## src/rtl/td4_core_param.sv

```systemverilog
// td4_core_param: parametrised TD4-style accumulator CPU.
//   Registers A and B, a carry flag C and an instruction pointer ip.
//   Writable program memory (2**ADDR_W words of {imm, op}).
//   Run/stop/halt control FSM.
//   Execution is gated by tick: one instruction retires per RUN cycle with tick=1.
//
// Ports:
//   clock      system clock
//   reset      asynchronous, active-low reset
//   tick       execute enable
//   start      pulse: clear A/B/C/ip, enter RUN (wins over stop)
//   stop       pulse: RUN -> IDLE, state retained
//   prog_we    program memory write strobe (ignored in RUN)
//   prog_addr  program write address
//   prog_data  instruction word {imm[DATA_W-1:0], op[3:0]}
//   in_port    input switches
//   out_port   registered output latch
//   ip_o       current instruction pointer
//   cflag_o    carry flag
//   running    FSM in RUN
//   halted     FSM in HALT
module td4_core_param #(
  parameter int DATA_W = 4,
  parameter int ADDR_W = 4
) (
  input  logic              clock,
  input  logic              reset,
  input  logic              tick,
  input  logic              start,
  input  logic              stop,
  input  logic              prog_we,
  input  logic [ADDR_W-1:0] prog_addr,
  input  logic [DATA_W+3:0] prog_data,
  input  logic [DATA_W-1:0] in_port,
  output logic [DATA_W-1:0] out_port,
  output logic [ADDR_W-1:0] ip_o,
  output logic              cflag_o,
  output logic              running,
  output logic              halted
);

  typedef enum logic [1:0] {
    S_IDLE = 2'd0,
    S_RUN  = 2'd1,
    S_HALT = 2'd2
  } state_t;

  typedef enum logic [3:0] {
    OP_ADD_A  = 4'b0000,
    OP_MOV_AB = 4'b0001,
    OP_IN_A   = 4'b0010,
    OP_MOV_AI = 4'b0011,
    OP_MOV_BA = 4'b0100,
    OP_ADD_B  = 4'b0101,
    OP_IN_B   = 4'b0110,
    OP_MOV_BI = 4'b0111,
    OP_HLT    = 4'b1000,
    OP_OUT_B  = 4'b1001,
    OP_NOP_A  = 4'b1010,
    OP_OUT_I  = 4'b1011,
    OP_NOP_C  = 4'b1100,
    OP_NOP_D  = 4'b1101,
    OP_JNC    = 4'b1110,
    OP_JMP    = 4'b1111
  } op_t;

  state_t              r_state;
  state_t              w_state_nxt;
  logic [DATA_W-1:0]   r_a;
  logic [DATA_W-1:0]   r_b;
  logic                r_c;
  logic [ADDR_W-1:0]   r_ip;
  logic [DATA_W-1:0]   r_out;
  logic [DATA_W+3:0]   r_mem [2**ADDR_W];

  logic [DATA_W+3:0]   w_instr;
  op_t                 w_op;
  logic [DATA_W-1:0]   w_imm;
  logic [DATA_W-1:0]   w_src;
  logic [DATA_W:0]     w_sum;
  logic                w_wr_a;
  logic                w_wr_b;
  logic                w_wr_o;
  logic                w_wr_c;
  logic                w_jump;
  logic                w_retire;
  logic [ADDR_W-1:0]   w_ip_nxt;

  // Program memory: synchronous write, combinational read at ip.
  // Writes are locked out while the program is running.
  always_ff @(posedge clock) begin
    if (prog_we && (r_state != S_RUN)) begin
      r_mem[prog_addr] <= prog_data;
    end
  end

  assign w_instr = r_mem[r_ip];
  assign w_op    = op_t'(w_instr[3:0]);
  assign w_imm   = w_instr[DATA_W+3:4];

  // Decode: source select and destination enables.
  always_comb begin
    w_src  = '0;
    w_wr_a = 1'b0;
    w_wr_b = 1'b0;
    w_wr_o = 1'b0;
    w_wr_c = 1'b1;
    w_jump = 1'b0;
    case (w_op)
      OP_ADD_A:  begin w_src = r_a;     w_wr_a = 1'b1; end
      OP_MOV_AB: begin w_src = r_b;     w_wr_a = 1'b1; end
      OP_IN_A:   begin w_src = in_port; w_wr_a = 1'b1; end
      OP_MOV_AI: begin                  w_wr_a = 1'b1; end
      OP_MOV_BA: begin w_src = r_a;     w_wr_b = 1'b1; end
      OP_ADD_B:  begin w_src = r_b;     w_wr_b = 1'b1; end
      OP_IN_B:   begin w_src = in_port; w_wr_b = 1'b1; end
      OP_MOV_BI: begin                  w_wr_b = 1'b1; end
      OP_OUT_B:  begin w_src = r_b;     w_wr_o = 1'b1; end
      OP_OUT_I:  begin                  w_wr_o = 1'b1; end
      OP_JNC:    begin w_jump = ~r_c; end
      OP_JMP:    begin w_jump = 1'b1; end
      OP_HLT, OP_NOP_A, OP_NOP_C, OP_NOP_D: begin w_wr_c = 1'b0; end
      default:   begin w_wr_c = 1'b0; end
    endcase
  end

  assign w_sum = {1'b0, w_src} + {1'b0, w_imm};

  always_comb begin
    if (w_jump) begin
      w_ip_nxt = w_imm[ADDR_W-1:0];
    end else if (w_op == OP_HLT) begin
      w_ip_nxt = r_ip;
    end else begin
      w_ip_nxt = r_ip + ADDR_W'(1);
    end
  end

  // start and stop both pre-empt retirement in their cycle.
  assign w_retire = (r_state == S_RUN) && tick && !start && !stop;

  always_comb begin
    w_state_nxt = r_state;
    if (start) begin
      w_state_nxt = S_RUN;
    end else begin
      case (r_state)
        S_RUN: begin
          if (stop) begin
            w_state_nxt = S_IDLE;
          end else if (w_retire && (w_op == OP_HLT)) begin
            w_state_nxt = S_HALT;
          end
        end
        S_HALT: begin
          if (stop) begin
            w_state_nxt = S_IDLE;
          end
        end
        default: w_state_nxt = r_state;
      endcase
    end
  end

  always_ff @(posedge clock or negedge reset) begin
    if (!reset) begin
      r_state <= S_IDLE;
    end else begin
      r_state <= w_state_nxt;
    end
  end

  always_ff @(posedge clock or negedge reset) begin
    if (!reset) begin
      r_a   <= '0;
      r_b   <= '0;
      r_c   <= 1'b0;
      r_ip  <= '0;
      r_out <= '0;
    end else if (start) begin
      r_a  <= '0;
      r_b  <= '0;
      r_c  <= 1'b0;
      r_ip <= '0;
    end else if (w_retire) begin
      if (w_wr_a) r_a   <= w_sum[DATA_W-1:0];
      if (w_wr_b) r_b   <= w_sum[DATA_W-1:0];
      if (w_wr_o) r_out <= w_sum[DATA_W-1:0];
      if (w_wr_c) r_c   <= w_sum[DATA_W];
      r_ip <= w_ip_nxt;
    end
  end

  assign out_port = r_out;
  assign ip_o     = r_ip;
  assign cflag_o  = r_c;
  assign running  = (r_state == S_RUN);
  assign halted   = (r_state == S_HALT);

endmodule

```

## config.mk

```make
export PLATFORM = sky130hd
export DESIGN_NAME = td4_core_param
export DESIGN_NICKNAME = d
export VERILOG_FILES = /design/src/rtl/td4_core_param.sv
export SDC_FILE = /design/constraint.sdc
export NUM_CORES = 1
export LEC_CHECK = 0
export CAP_MARGIN = 10
export CORE_MARGIN = 5
export CORE_UTILIZATION = 30
export DETAILED_ROUTE_END_ITERATION = 10
export SLEW_MARGIN = 20
export SYNTH_ARGS = -nofsm -noshare
export SYNTH_HDL_FRONTEND = slang
export SYNTH_SLANG_ARGS = --single-unit
```

## constraint.sdc

```tcl
create_clock -name clock -period 4.2 [get_ports clock]
set_clock_uncertainty 0.1 [all_clocks]
set_input_delay 0.84 -clock clock [delete_from_list [all_inputs] [get_ports clock]]
set_output_delay 0.84 -clock clock [all_outputs]
set_load 0.05 [all_outputs]
```

* Word level (Yosys, flattened, before mapping)
Memories as Yosys holds them, arrays and structs flattened.
Cells that the tools add are included.
** Storage, ports and cells
- Output and inout bits :: 11
- Word-level logic and storage cells :: 83
- Bits in latches :: 0
- RAM bits :: 128
- Memories :: 1
- Bits in registers :: 19
- ROM bits :: 0
** Cells by class
- Reduce and logical (&&, ||, !) cells :: 25
- Div/mod/pow operators :: 0
- Eq/ne operators :: 22
- Shift-type cells :: 0
- Multipliers :: 0
- Bitwise operators :: 2
- Add/sub/neg operators :: 2
- Order comparisons :: 0
- Mux-type cells :: 25
** Memories
- r_mem :: words 16, bits a word 8, read ports 1, clocked after memory_dff 0, write ports 1, RTL line 74 : logic [DATA_W+3:0] r_mem [2**ADDR_W];
** Operator list (number)
- $mux 4 :: 10
- $eq 4x4->1 const B :: 8
- $eq 4x3->1 const B :: 4
- $pmux 4 s3 :: 1
- $reduce_or 4->1 :: 3
- $eq 4x2->1 const B :: 2
- $mux 1 :: 8
- $mux 2 :: 4
- $reduce_and 2->1 :: 4
- $ne 3x3->1 const B :: 2
- $reduce_and 3->1 :: 2
- $reduce_bool 2->1 :: 3
- $reduce_or 2->1 :: 3
- $add 4x4->5 :: 1
- $logic_and 1x1->1 :: 5
- $add 4x1->4 const B :: 1
- $eq 4x1->1 const B :: 1
- $logic_not 4->1 :: 1
- $ne 4x3->1 const B :: 1
- $pmux 2 s2 :: 1
- $reduce_bool 3->1 :: 1
- $reduce_or 3->1 :: 1
- $eq 2x1->1 const B :: 1
- $eq 2x2->1 const B :: 1
- other kinds (5) :: 7

* Depth between registers and ports, before layout
Gate-level depths: netlist of run 1.
- Word-level depth :: 9
- Depth in mapped cells :: 16
- Gate-level depth less buffers :: 13

* Least setup slack after synthesis of run 1
Ideal clock, no wire load.
- Path type :: flip-flop to flip-flop
- From :: reg r_ip[0] (netlist: ip_o[0])
- To :: reg r_out[3] (netlist: out_port[3])
- Library setup time :: 125 ps
- Clock period less this slack :: 3659 ps
- Cell stages (with the launch flop) :: 14
- Path buffers :: 2
- Arrival :: 3435 ps
- Slack :: 541 ps
- Required time :: 3975 ps
- Path through :: dfrtp_1 > buf_6 > buf_6 > mux4_2 > a22oi_2 > nand2_4 > a211oi_1 > nand2_1 > o21ai_0 > ha_1 > a21o_1 > a21oi_1 > xnor2_1 > mux2_2
** Between the ends
- Word-level cells in the longest chain between the ends :: 5
- Elaborated cells on any way between the ends :: 17
** RTL lines
- start, declared :: RTL line 72 : logic [ADDR_W-1:0] r_ip;
- start signal, assigned :: RTL line 190 : r_ip <= w_ip_nxt;
- $mem_v2 16x8 (*)
- $eq 4x4->1, or another cell as far along :: RTL line 109 : case (w_op)
- $reduce_or 3->1 (no source line) or $reduce_or 2->1 (tied branches)
- $pmux 4 s3 or $mux 1 (tied branches) :: RTL line 109
- $add 4x4->5 or $reduce_and 3->1 (tied branches)
- end signal, assigned :: RTL line 188 : if (w_wr_o) r_out <= w_sum[DATA_W-1:0];
- end, declared :: RTL line 73 : logic [DATA_W-1:0] r_out;
Mark *: on every way between the ends. The rest lies on a longest branch, timed or not.
A chain may end at the register's enable or synchronous reset.

* Final worst setup path of run 1
- From :: reg r_ip[0] (netlist: ip_o[0])
- To :: reg r_out[1] (netlist: out_port[1])
** Between the ends
- Word-level cells in the longest chain between the ends :: 5
- Elaborated cells on any way between the ends :: 17
** RTL lines
- $mem_v2 16x8 (*)
- $eq 4x4->1, or another cell as far along :: RTL line 109
- $reduce_or 3->1 (no source line) or $reduce_or 2->1 (tied branches)
- $pmux 4 s3 :: RTL line 109
- $add 4x4->5 (*) :: RTL line 127 : assign w_sum = {1'b0, w_src} + {1'b0, w_imm};
- named net w_sum[1] :: RTL line 80 : logic [DATA_W:0] w_sum;
Mark *: on every way through the listed nets, which the timed path passes. The rest lies on a longest branch.

==> results.ini, run 1 <==
[timing]
drv_slew=0
setup_viol=0
slew_headroom_pct=29.9
min_period_over_period_pct=86.9
rsz0062_at_grt=no
tns_ns=0
hold_viol=0
max_freq_mhz=274
fin_ws_ns=0.549
layout_min_cycle_time_ns=3.65
tightest_slew_ns=1.05

[logic_synthesis]
syn-cell-area_um2=6340
ys_ff_latch=147
ys_seq_area_share_pct=68.2
synthCells=368
ys.flop_type=edfxtp_1
synth.distinct_cells=58
syn-num-nets=396
synthArstFlopShare_pct=12.9
ys_warn_count=0
synth_edf_count=128
avgSynthCellArea_um2=17.2

[placement]
pre_cts_ws_ns=0.563
placed_cells=677
io_buffers=32
hpwl_um=9420
gp_congestion=0.797

[clock_tree]
clockBufferDepth=2
clkLatencyLatePin_ns=0.42
clk_pin_slew_ns=0.07
post_cts_buffers=0
htreeDepth=4
post_cts_resized=0
cts_root_buffer=clkbuf_16
numCtsBuffers=17
cts_tree=built
cts.sinks=147
holdBufCountCts=0

[worst_setup_path]
critical_path_class=reg2reg
end_kind=register
crit_fanout=15
reg2reg_from=ip_o[0]
startpoint_type=register
rr_worst_depth=12
crit_path_start=ip_o[0]
r2r_setup_slack_ns=0.55
cp.arrival_ns=3.85
crit_required_ns=4.40
r2r_end=out_port[1]

[global_routing]
grt_pass1_vias=3615
grt-ovfl-total=0
antenna_found_initial=0
grt_pass1_wl_um=21500
grt.total_usage_pct=11.9
grt_max_degree=20

[die]
rows=53
dieArea_um2=24100
die_y_um=155
ios=33
coreArea_um2=20900
start_util_pct=30.3
fp.dieW_um=155

[pwr]
power_density_nw_per_um2=439
p_sw_share_pct=22.8
ir_drop_mv=0.251
p_int_mw=2.58
cellLeakagePower_nw=2.58
power.net_switching_uw=764
finalPower_mw=3.35
p_seq_share_pct=48.4
clkPwrFrac_pct=45.4
combPwrFrac_pct=6.3

[final_layout]
area_growth_pct=20.2
nets=449
final_common_cell=edfxtp_1
layout-drive-gt1-share_pct=19.8
utilization_pct=36.5
final_cells=709
layout_common_cells=128 x edfxtp_1, 45 x mux2i_1, 32 x clkdlybuf4s50_1
diodes=0

[route]
drc=0
wl_per_cell_um=19.6
drtAntennaViolNets=0
first_iter_violations=238
routed-via-count=3457
wl_um=13900
viasPerCell=4.88
dr.pass1.iters=4

[worst_hold_path]
min_from=out_port[2]
whs_path_depth=1
hold_end=out_port[2]
hp-class=reg2reg

[outcome]
status=completed

[flow_run]
drv_cap=0

power by group through the flow:
| stage | clock network, mW | registers [mW] | logic, mW |
|---|---|---|---|
| CTS | 1.55 | 1.62 | 0.211 |
| global placement | 0 | 1.65 | 0.204 |
| finish | 1.52 | 1.62 | 0.209 |
| detailed placement | 0 | 1.65 | 0.210 |
| global route | 1.61 | 1.62 | 0.225 |
| floorplan | 0 | 1.68 | 0.0951 |
stage by stage:
stage,hold slack (ns),cell area [um2]
6_report,0.404,7620
5_1_grt,0.420,7620
4_1_cts,0.409,7620
3_5_place_dp,0.395,7020
3_3_place_gp,0.391,7020
2_1_floorplan,0.385,6340
critical path, stage by stage (launching register included):
cell and delay [ns]:
dfrtp_2 0.66, buf_4 0.30, mux2i_1 0.27, a221oi_2 0.11, a22oi_1 0.26, nand2_1 0.22, a211oi_1 0.35, buf_4 0.19
nand2_1 0.05, o21ai_0 0.07, ha_1 0.21, fa_1 0.46, mux2_2 0.28
cells by family (layout without fill, tap and decap cells):
kind of cell / count (synthesis) / in the layout / synth area share [%]
AO/OA/AOI/OAI: 53 / 53 / 6.99
XOR/XNOR: 2 / 2 / 0.276
multiplexers: 68 / 68 / 14.8
flip-flops: 147 / 147 / 68.2
buffers and inverters: 19 / 85 / 1.91
adder cells (fa/ha/maj): 6 / 6 / 1.30
AND/OR/NAND/NOR: 73 / 73 / 6.55
sequential cells by signal (all words and copies together), names as in the netlist:
name	count
r_state	2
r_mem	128
ip_o	4
r_b	4
cflag_o	1
r_a	4
out_port	4
final cells by class:
cell class              count  area, um2
fillers                  1929      13300
flip-flops and latches    147       4320
multi-input cells         202       1900
repair buffers             48        440
clock buffers              17        425
well taps                 275        344
clock inverters            15        171
inverters                   5       18.8
cell usage after synthesis, types with 2 or more instances:
cell,n,area (um2)
a21o_1,4,30.0
a21oi_1,8,40.0
a221oi_2,6,90.1
and2_1,2,12.5
buf_2,6,30.0
buf_6,2,22.5
clkbuf_1,4,15.0
dfrtp_1,19,475
edfxtp_1,128,3840
ha_1,5,62.6
inv_1,4,15.0
mux2_2,4,45.0
mux2i_1,45,450
mux4_1,6,158
mux4_2,12,270
nand2_1,17,63.8
nand2_2,2,12.5
nand2b_1,4,25.0
nand3_1,5,25.0
nor2_1,22,82.6
nor2b_1,2,12.5
nor3_1,5,25.0
o211ai_1,3,22.5
o21ai_0,6,30.0
o21ai_1,2,10.0
o221ai_1,8,70.1
o22ai_1,4,25.0
or3_1,3,18.8
per-layer routing:
layer / vias up / GRT usage (%) / part of all wire [%]
met5: - / 0 / 0
met4: 0 / 4.59 / 1.2
met3: 12 / 2.31 / 4.1
met2: 79 / 18.7 / 48
met1: 1774 / 16.2 / 47
li1: 1592 / - / -
worst max-delay path by stage:
stage / endpoint / slack [ns]
floorplan: out_port[3] / 0.54
global placement: out_port[3] / 0.62
detailed placement: out_port[1] / 0.56
CTS: out_port[3] / 0.53
global route: r_a[3] / 0.27
finish: out_port[1] / 0.55
No activity file was read; power rests on OpenSTA's default activity.
==> run 2: changes to the inputs <==
- SLEW_MARGIN: 20 -> 10
==> run 2 against run 1 <==
Against the previous run: cell area up 0.30%; largest power group unchanged; via count rose by 0.87%; hold slack about the same; global-route usage about the same; sequential share of layout area shrank 0.17 points; first-iteration DRC count rose by 22%.
==> results.ini, run 2 (synthesized netlist as in run 1, its figures left out) <==
[outcome]
status=completed

[timing]
layout_min_cycle_time_ns=3.65  ; +0.00128 ns
slew_headroom_pct=26.7  ; -3.2 points
setup_viol=0  ; unchanged
hold_viol=0  ; unchanged
rsz0062_at_grt=no
min_period_over_period_pct=87.0  ; about the same
max_freq_mhz=274  ; about the same
tightest_slew_ns=1.10  ; +0.0482 ns
tns_ns=0  ; unchanged
drv_slew=0  ; unchanged

[route]
viasPerCell=4.92  ; +0.87%
first_iter_violations=291  ; +22%
dr.pass1.iters=5  ; +1
routed-via-count=3487  ; +0.87%
drtAntennaViolNets=0  ; unchanged
drc=0  ; unchanged
wl_um=13800  ; -0.63%
wl_per_cell_um=19.5  ; -0.63%

[worst_setup_path]
crit_required_ns=4.40  ; about the same
crit_fanout=15  ; unchanged
critical_path_class=reg2reg
cp.arrival_ns=3.86  ; about the same
startpoint_type=register
end_kind=register

[final_layout]
design_area_um2=7640  ; +0.30%
diodes=0  ; unchanged
largest_reg_flops=128  ; unchanged
nets=449  ; unchanged
layout-drive-gt1-share_pct=19.6  ; -0.23 points
layout_common_cells=128 x edfxtp_1, 45 x mux2i_1, 32 x clkdlybuf4s50_1
final_common_cell=edfxtp_1
utilization_pct=36.6  ; +0.11 points
largest-register=r_mem
area_growth_pct=20.6

[clock_tree]
clk_pin_slew_ns=0.06  ; about the same
post_cts_resized=0  ; unchanged
cts_tree=built
clkLatencyLatePin_ns=0.42  ; about the same
cts.sinks=147  ; unchanged
numCtsBuffers=17  ; unchanged
clockBufferDepth=2  ; unchanged
cts_root_buffer=clkbuf_16
holdBufCountCts=0  ; unchanged
post_cts_buffers=0  ; unchanged
htreeDepth=4  ; unchanged

[global_routing]
grt-ovfl-total=0  ; unchanged
grt_pass1_wl_um=21500  ; -0.20%
grt_max_degree=20  ; unchanged
grt_pass1_vias=3612  ; -0.083%
grt.total_usage_pct=11.9  ; about the same
antenna_found_initial=0  ; unchanged

[placement]
gp_congestion=0.797  ; unchanged
hpwl_um=9440  ; +0.17%
placed_area_um2=7020  ; about the same
io_buffers=32  ; unchanged

[die]
dieArea_um2=24100  ; unchanged
fp.dieW_um=155  ; unchanged
coreArea_um2=20900  ; unchanged
die_y_um=155  ; unchanged
ios=33  ; unchanged
start_util_pct=30.3  ; unchanged
rows=53  ; unchanged

[pwr]
cellLeakagePower_nw=2.59  ; +0.39%
power_density_nw_per_um2=446  ; +1.6%
finalPower_mw=3.41  ; +1.9%
ir_drop_mv=0.249  ; -1.0%

[worst_hold_path]
hp-class=reg2reg

[flow_run]
drv_cap=0  ; unchanged

## run 2: changes by cell type in the layout (fill, tap and decap cells not counted), sizes merged
cell    delta
inv        -1
bufinv     +1
## run 2: worst max-delay path: stages, from the launching register on
cell      delay [ns]
dfrtp_2         0.65
buf_4           0.30
mux2i_1         0.26
a221oi_2        0.11
a22oi_1         0.25
nand2_1         0.22
a211oi_1        0.38
nand2_1         0.09
o21ai_0         0.15
ha_1            0.31
a21o_1          0.16
a21oi_1         0.17
xnor2_1         0.12
mux2_2          0.27
## run 2: worst paths after layout
| path | startpoint | end | slack (ns) | depth (start not counted) |
|---|---|---|---|---|
| max | ip_o[0] | out_port[3] | 0.55 | 13 |
| min | out_port[2] | out_port[2] | 0.40 | 1 |
| max reg2reg | ip_o[0] | out_port[3] | 0.55 | 13 |
| min reg2reg | out_port[2] | out_port[2] | 0.40 | 1 |
| max in group asynchronous | reset | ip_o[0] | 2.54 | 1 |
| min in group asynchronous | reset | r_state[0] | 0.84 | 1 |
## run 2: stage by stage
step	setup WS [ns]	cells	hold WS, ns
after floorplan	0.541	368	0.385
after global placement	0.621	677	0.391
after detailed placement	0.518	677	0.395
after CTS	0.502	709	0.409
after global routing	0.301	709	0.420
final	0.548	709	0.404
## run 2: power breakdown
group	total [mW]	internal [mW]	switching [mW]
clock network	1.58	0.953	0.627
registers	1.62	1.61	0.0110
logic	0.209	0.0815	0.128
## run 2: area by class of cell
| class | count | area, um2 |
|---|---|---|
| Sequential cell | 147 | 4320 |
| Fill cell | 1940 | 13200 |
| Inverter | 5 | 18.8 |
| Clock inverter | 15 | 196 |
| Tap cell | 275 | 344 |
| Clock buffer | 17 | 425 |
| Timing Repair Buffer | 48 | 440 |
| Multi-Input combinational cell | 202 | 1900 |
## run 2: layer usage
| metal | track usage, % | part of all wire (%) |
|---|---|---|
| met4 | 3.92 | 1.1 |
| met3 | 2.56 | 4.3 |
| met1 | 16.2 | 46 |
| met2 | 18.9 | 48 |
| met5 | 0 | 0 |
==> run 3: changes to the inputs <==
- CELL_PAD_IN_SITES_DETAIL_PLACEMENT: default -> 1
- CELL_PAD_IN_SITES_GLOBAL_PLACEMENT: default -> 1
- CORE_ASPECT_RATIO: default -> 0.6
- PLACE_DENSITY_LB_ADDON: default -> 0.1
==> run 3 against run 2 <==
Against the previous run: flip-flop and latch count unchanged; combinational power up 7%; non-clock buffer count shrank 1.
==> results.ini, run 3 (synthesized netlist as in run 1, its figures left out) <==
[outcome]
status=completed

[worst_setup_path]
critPathBufInv=1  ; unchanged
rr_worst_depth=13  ; unchanged
cp_slowest_stage_delay_ns=0.59  ; -0.06 ns
cp.arrival_ns=3.93  ; +0.07 ns
end_kind=register
crit_required_ns=4.41  ; about the same
r2r_setup_slack_ns=0.48  ; -0.07 ns
crit_fanout=33  ; +18
slowest_stage=dfrtp_4
cp.depth=13  ; unchanged
r2r_end=out_port[3]
path_cells=buf_12 > mux2i_1 > a221oi_2 > o21ai_1 > nand2_4 > a211oi_2 > nand2_1 > o21ai_0 > ha_1 > a21o_1 > a21oi_1 > xnor2_1 > mux2_2
crit_path_start=ip_o[0]
critical_path_class=reg2reg
critPathTopFamily=compound AO/OA/AOI/OAI gates
reg2reg_from=ip_o[0]
startpoint_type=register

[route]
drtAntennaViolNets=0  ; unchanged
first_iter_violations=248  ; -15%
drc=0  ; unchanged
routed-via-count=3462  ; -0.72%
wl_um=16700  ; +21%
wl_per_cell_um=23.5  ; +20%
dr.pass1.iters=4  ; -1
viasPerCell=4.86  ; -1.1%

[final_layout]
multi_input_area_um2=1900  ; +0.26%
utilization_pct=36.6  ; +0.054 points
final_cells=712  ; +0.42%
nets=448  ; -0.22%
final_common_cell=edfxtp_1
layout_common_cells=128 x edfxtp_1, 45 x mux2i_1, 32 x clkdlybuf4s50_1
nFillCells=2074  ; +6.9%
largest-register=r_mem
area_growth_pct=20.7  ; about the same
layout-drive-gt1-share_pct=18.9  ; -0.65 points
diodes=0  ; unchanged
largest_reg_flops=128  ; unchanged
design_area_um2=7650  ; about the same
regArea_um2=4320  ; about the same

[die]
fp.dieW_um=198  ; +27%
die_y_um=123  ; -21%
dieArea_um2=24200  ; +0.40%
start_util_pct=30.4  ; about the same
rows=41  ; -23%
ios=33  ; unchanged
coreArea_um2=20900  ; about the same

[global_routing]
grt_max_degree=34  ; +70%
antenna_found_initial=0  ; unchanged
grt_pass1_vias=3704  ; +2.5%
grt_pass1_wl_um=24800  ; +16%
grt.total_usage_pct=14.6  ; +2.7 points
grt-ovfl-total=0  ; unchanged

[placement]
gp_congestion=0.783  ; -1.8%
io_buffers=32  ; unchanged
placed_area_um2=7040  ; +0.32%
hpwl_um=12000  ; +27%
placed_cells=680  ; +0.44%

[clock_tree]
cts_tree=built
numCtsBuffers=17  ; unchanged
cts_root_buffer=clkbuf_16
htreeDepth=4  ; unchanged
clk_pin_slew_ns=0.06  ; about the same
clkLatencyLatePin_ns=0.43  ; about the same
holdBufCountCts=0  ; unchanged
cts.sinks=147  ; unchanged
post_cts_resized=0  ; unchanged
clockBufferDepth=2  ; unchanged
post_cts_buffers=0  ; unchanged

[timing]
layout_min_cycle_time_ns=3.72  ; +0.0697 ns
min_period_over_period_pct=88.6  ; +1.7 points
rsz0062_at_grt=no
tns_ns=0  ; unchanged
hold_viol=0  ; unchanged
slew_headroom_pct=27.5  ; +0.85 points
tightest_slew_ns=1.08  ; -0.0169 ns
max_freq_mhz=269  ; -1.9%
drv_slew=0  ; unchanged
setup_viol=0  ; unchanged
hold_ws_ns=0.411  ; +0.00628 ns

[worst_hold_path]
hp-class=reg2reg
hold_end=out_port[1]
min_from=out_port[1]
whs_path_depth=1  ; unchanged

[flow_run]
drv_cap=0  ; unchanged

[pwr]
ir_drop_mv=0.263  ; +5.8%
cellLeakagePower_nw=2.58  ; about the same
power_density_nw_per_um2=445  ; -0.29%

run 3: changes by cell type in the layout (fill, tap and decap cells not counted), moves of 3 or more:
cell / delta
clkbuf_1: +3
clkinv_2: +4
inv_6: -5
buf_4: -3
run 3: worst register-to-register path: stages, from the launching register on:
cell      delay [ns]
dfrtp_4         0.59
buf_12          0.29
mux2i_1         0.39
a221oi_2        0.17
o21ai_1         0.30
nand2_4         0.08
a211oi_2        0.37
nand2_1         0.10
o21ai_0         0.16
ha_1            0.30
a21o_1          0.16
a21oi_1         0.18
xnor2_1         0.14
mux2_2          0.28
run 3: power breakdown:
part | leakage (nW) | internal (mW) | total (mW) | switching [mW]
Sequential | 1.41 | 1.61 | 1.62 | 0.0108
Clock | 0.294 | 0.964 | 1.56 | 0.594
Combinational | 0.883 | 0.0833 | 0.224 | 0.141
run 3: worst max path at each step:
| stage | end | slack (ns) |
|---|---|---|
| 2_1_floorplan | out_port[3] | 0.54 |
| 3_3_place_gp | out_port[3] | 0.29 |
| 3_5_place_dp | out_port[3] | 0.22 |
| 4_1_cts | out_port[3] | 0.20 |
| 5_1_grt | out_port[3] | 0.09 |
| 6_report | out_port[3] | 0.48 |
run 3: final cells by class:
cell class,count,share of cell area [%]
multi-input cells,202,24.9
repair buffers,47,5.99
well taps,279,4.56
clock inverters,10,1.77
inverters,5,0.245
flip-flops and latches,147,56.5
clock buffers,22,6.07
run 3: per-stage QoR:
stage	power, mW	worst slack (ns)
4_1_cts	3.44	0.202
5_1_grt	3.52	0.0923
6_report	3.40	0.478
3_3_place_gp	1.87	0.291
2_1_floorplan	1.77	0.541
3_5_place_dp	1.88	0.220
run 3: metal layers:
| metal | vias up | wire [um] | track usage [%] |
|---|---|---|---|
| li1 | 1585 | - | - |
| met1 | 1790 | 9300 | 24.1 |
| met2 | 68 | 6310 | 18.1 |
| met3 | 19 | 907 | 3.65 |
| met4 | 0 | 194 | 4.43 |
| met5 | - | 0 | 0 |
==> patch: new RTL, config.mk and constraints of run 1 <==
The parameter `ADDR_W` goes from 4 to 3.
--- a/src/rtl/td4_core_param.sv
+++ b/src/rtl/td4_core_param.sv
@@ -22,5 +22,5 @@
 module td4_core_param #(
   parameter int DATA_W = 4,
-  parameter int ADDR_W = 4
+  parameter int ADDR_W = 3
 ) (
   input  logic              clock,
Ports: changed (resized ip_o and prog_addr); port bits go from 33 to 31. The function was not compared with the original's and may differ.
==> patch against run 1 <==
  * Area after synthesis shrank 43%
  * Cell area shrank 42%
  * Count of clock-buffer cells in the layout shrank 7
  * Non-clock buffer count fell by 11
  * Synthesized cell count decreased by 38%
  * Total power shrank 45%
  * Worst setup slack worse by 0.13 ns
  * Routed wire length is 48% lower
  * Sequential cell count shrank 65
  * Critical endpoint is now out_port[2]
  * Largest power group unchanged
  * Highest routed layer unchanged
==> patch: results (changes against run 1) <==
Status:
- Status: complete, no violations (unchanged).

Pwr:
- The combinational cell power is 0.190 mW (was 0.209 mW).
- The static leakage is 1.614 nW (was 2.576 nW).

Logic synthesis:
- The number of nets produced by synthesis is 257 (was 396).
- Commonest cells in the synthesized netlist: sky130_fd_sc_hd__edfxtp_1, sky130_fd_sc_hd__dfrtp_1, sky130_fd_sc_hd__nand2_1, sky130_fd_sc_hd__nor2_1, sky130_fd_sc_hd__mux2i_1 (was sky130_fd_sc_hd__edfxtp_1, sky130_fd_sc_hd__mux2i_1, sky130_fd_sc_hd__nor2_1, sky130_fd_sc_hd__dfrtp_1, sky130_fd_sc_hd__nand2_1).
- The share of the yosys chip area belonging to registers came to 65.61% (was 68.15%).
- The distinct cell type count after synthesis is 42 (was 58).
- The fraction of synthesized area in multiplexers is 16.54% (was 14.81%).
- Ranking of synthesized cells by area: sky130_fd_sc_hd__edfxtp_1, sky130_fd_sc_hd__dfrtp_1, sky130_fd_sc_hd__mux4_2, sky130_fd_sc_hd__mux2i_1, sky130_fd_sc_hd__mux2_2 (was sky130_fd_sc_hd__edfxtp_1, sky130_fd_sc_hd__dfrtp_1, sky130_fd_sc_hd__mux2i_1, sky130_fd_sc_hd__mux4_2, sky130_fd_sc_hd__mux4_1).
- The number of flops mapped to enable cells by yosys came to 64 (was 128).
- The post-synthesis adder-cell area fraction is 2.284% (was 1.303%).

Final layout:
- The number of clock buffers in the layout came to 10 (was 17).
- The flip-flop and latch share of the layout cell area is 54.14% (was 56.70%).
- The total number of multi-input combinational cells was 132 (was 202).
- The number of logic inverters in the finished layout is 8 (was 5).
- The sequential cell count is 82 (was 147).
- The buffer count excluding the clock tree in the final layout is 37 (was 48).
- The layout cell share with drive strength beyond 1 is 17.82% (was 19.82%).
- The fraction of area in multi-input gates is 26.58% (was 24.93%).
- The fraction of cell area in non-clock buffers was 8.053% (was 5.780%).
- The total of fill cells in the finished design came to 1146 (was 1929).

Setup path:
- The dominant delay contributor by cell family on the critical path is multiplexers (was compound AO/OA/AOI/OAI gates).
- The cell at the slowest stage of the critical path was sky130_fd_sc_hd__dfrtp_1 (was sky130_fd_sc_hd__dfrtp_2).
- The cell count of the worst reg-to-reg path came to 10 (was 12).
- The data arrival time of the critical path was 3.90 ns (was 3.85 ns).
- The largest fanout on the critical path is 16 (was 15).

Place:
- The half-perimeter wire length after placement came to 5033 um (was 9423 um).
- The count of port buffers added during placement is 30 (was 32).

Global routing:
- The wire length of the first global-routing pass is 11670 um (was 21510 um).
- The number of global-route vias before repair came to 2105 (was 3615).
- The pin count of the biggest net entering global routing came to 19 (was 20).
- The global router's overall resource usage is 10.84% (was 11.85%).

Detailed routing:
- The total routed wire length on the met1 layer was 3406 um (was 6514 um).
- The amount of wire on met3 after detailed routing is 299 um (was 564 um).

Worst hold path:
- The cell depth of the worst min-delay path was 2 (was 1).

Clocking:
- The number of H-tree branching levels came to 3 (was 4).
- The clock buffer count from CTS came to 9 (was 17).

STA:
- The slew at the pin closest to its max-slew limit is 0.9324 ns (was 1.048 ns).
[patch: worst paths after layout]
kind                               end  slack [ns]   startpoint
max                        out_port[2]        0.42      ip_o[0]
min                        out_port[1]        0.38  out_port[1]
max reg2reg                out_port[2]        0.42      ip_o[0]
min reg2reg                out_port[1]        0.38  out_port[1]
max in group asynchronous       r_b[3]        2.58        reset
min in group asynchronous  out_port[1]        0.90        reset
[patch: through the flow]
step / cells / hold slack (ns) / area, um^2 / utilization, % / power (mW)
final: 422 / 0.3802 / 4382 / 36.79 / 1.828
after global routing: 422 / 0.4037 / 4382 / 36.79 / 1.901
after CTS: 422 / 0.3893 / 4382 / 36.79 / 1.845
after detailed placement: 406 / 0.3753 / 4104 / 34.45 / 1.122
after global placement: 406 / 0.3682 / 4104 / 34.45 / 1.118
after floorplan: 230 / 0.3811 / 3616 / - / 1.043
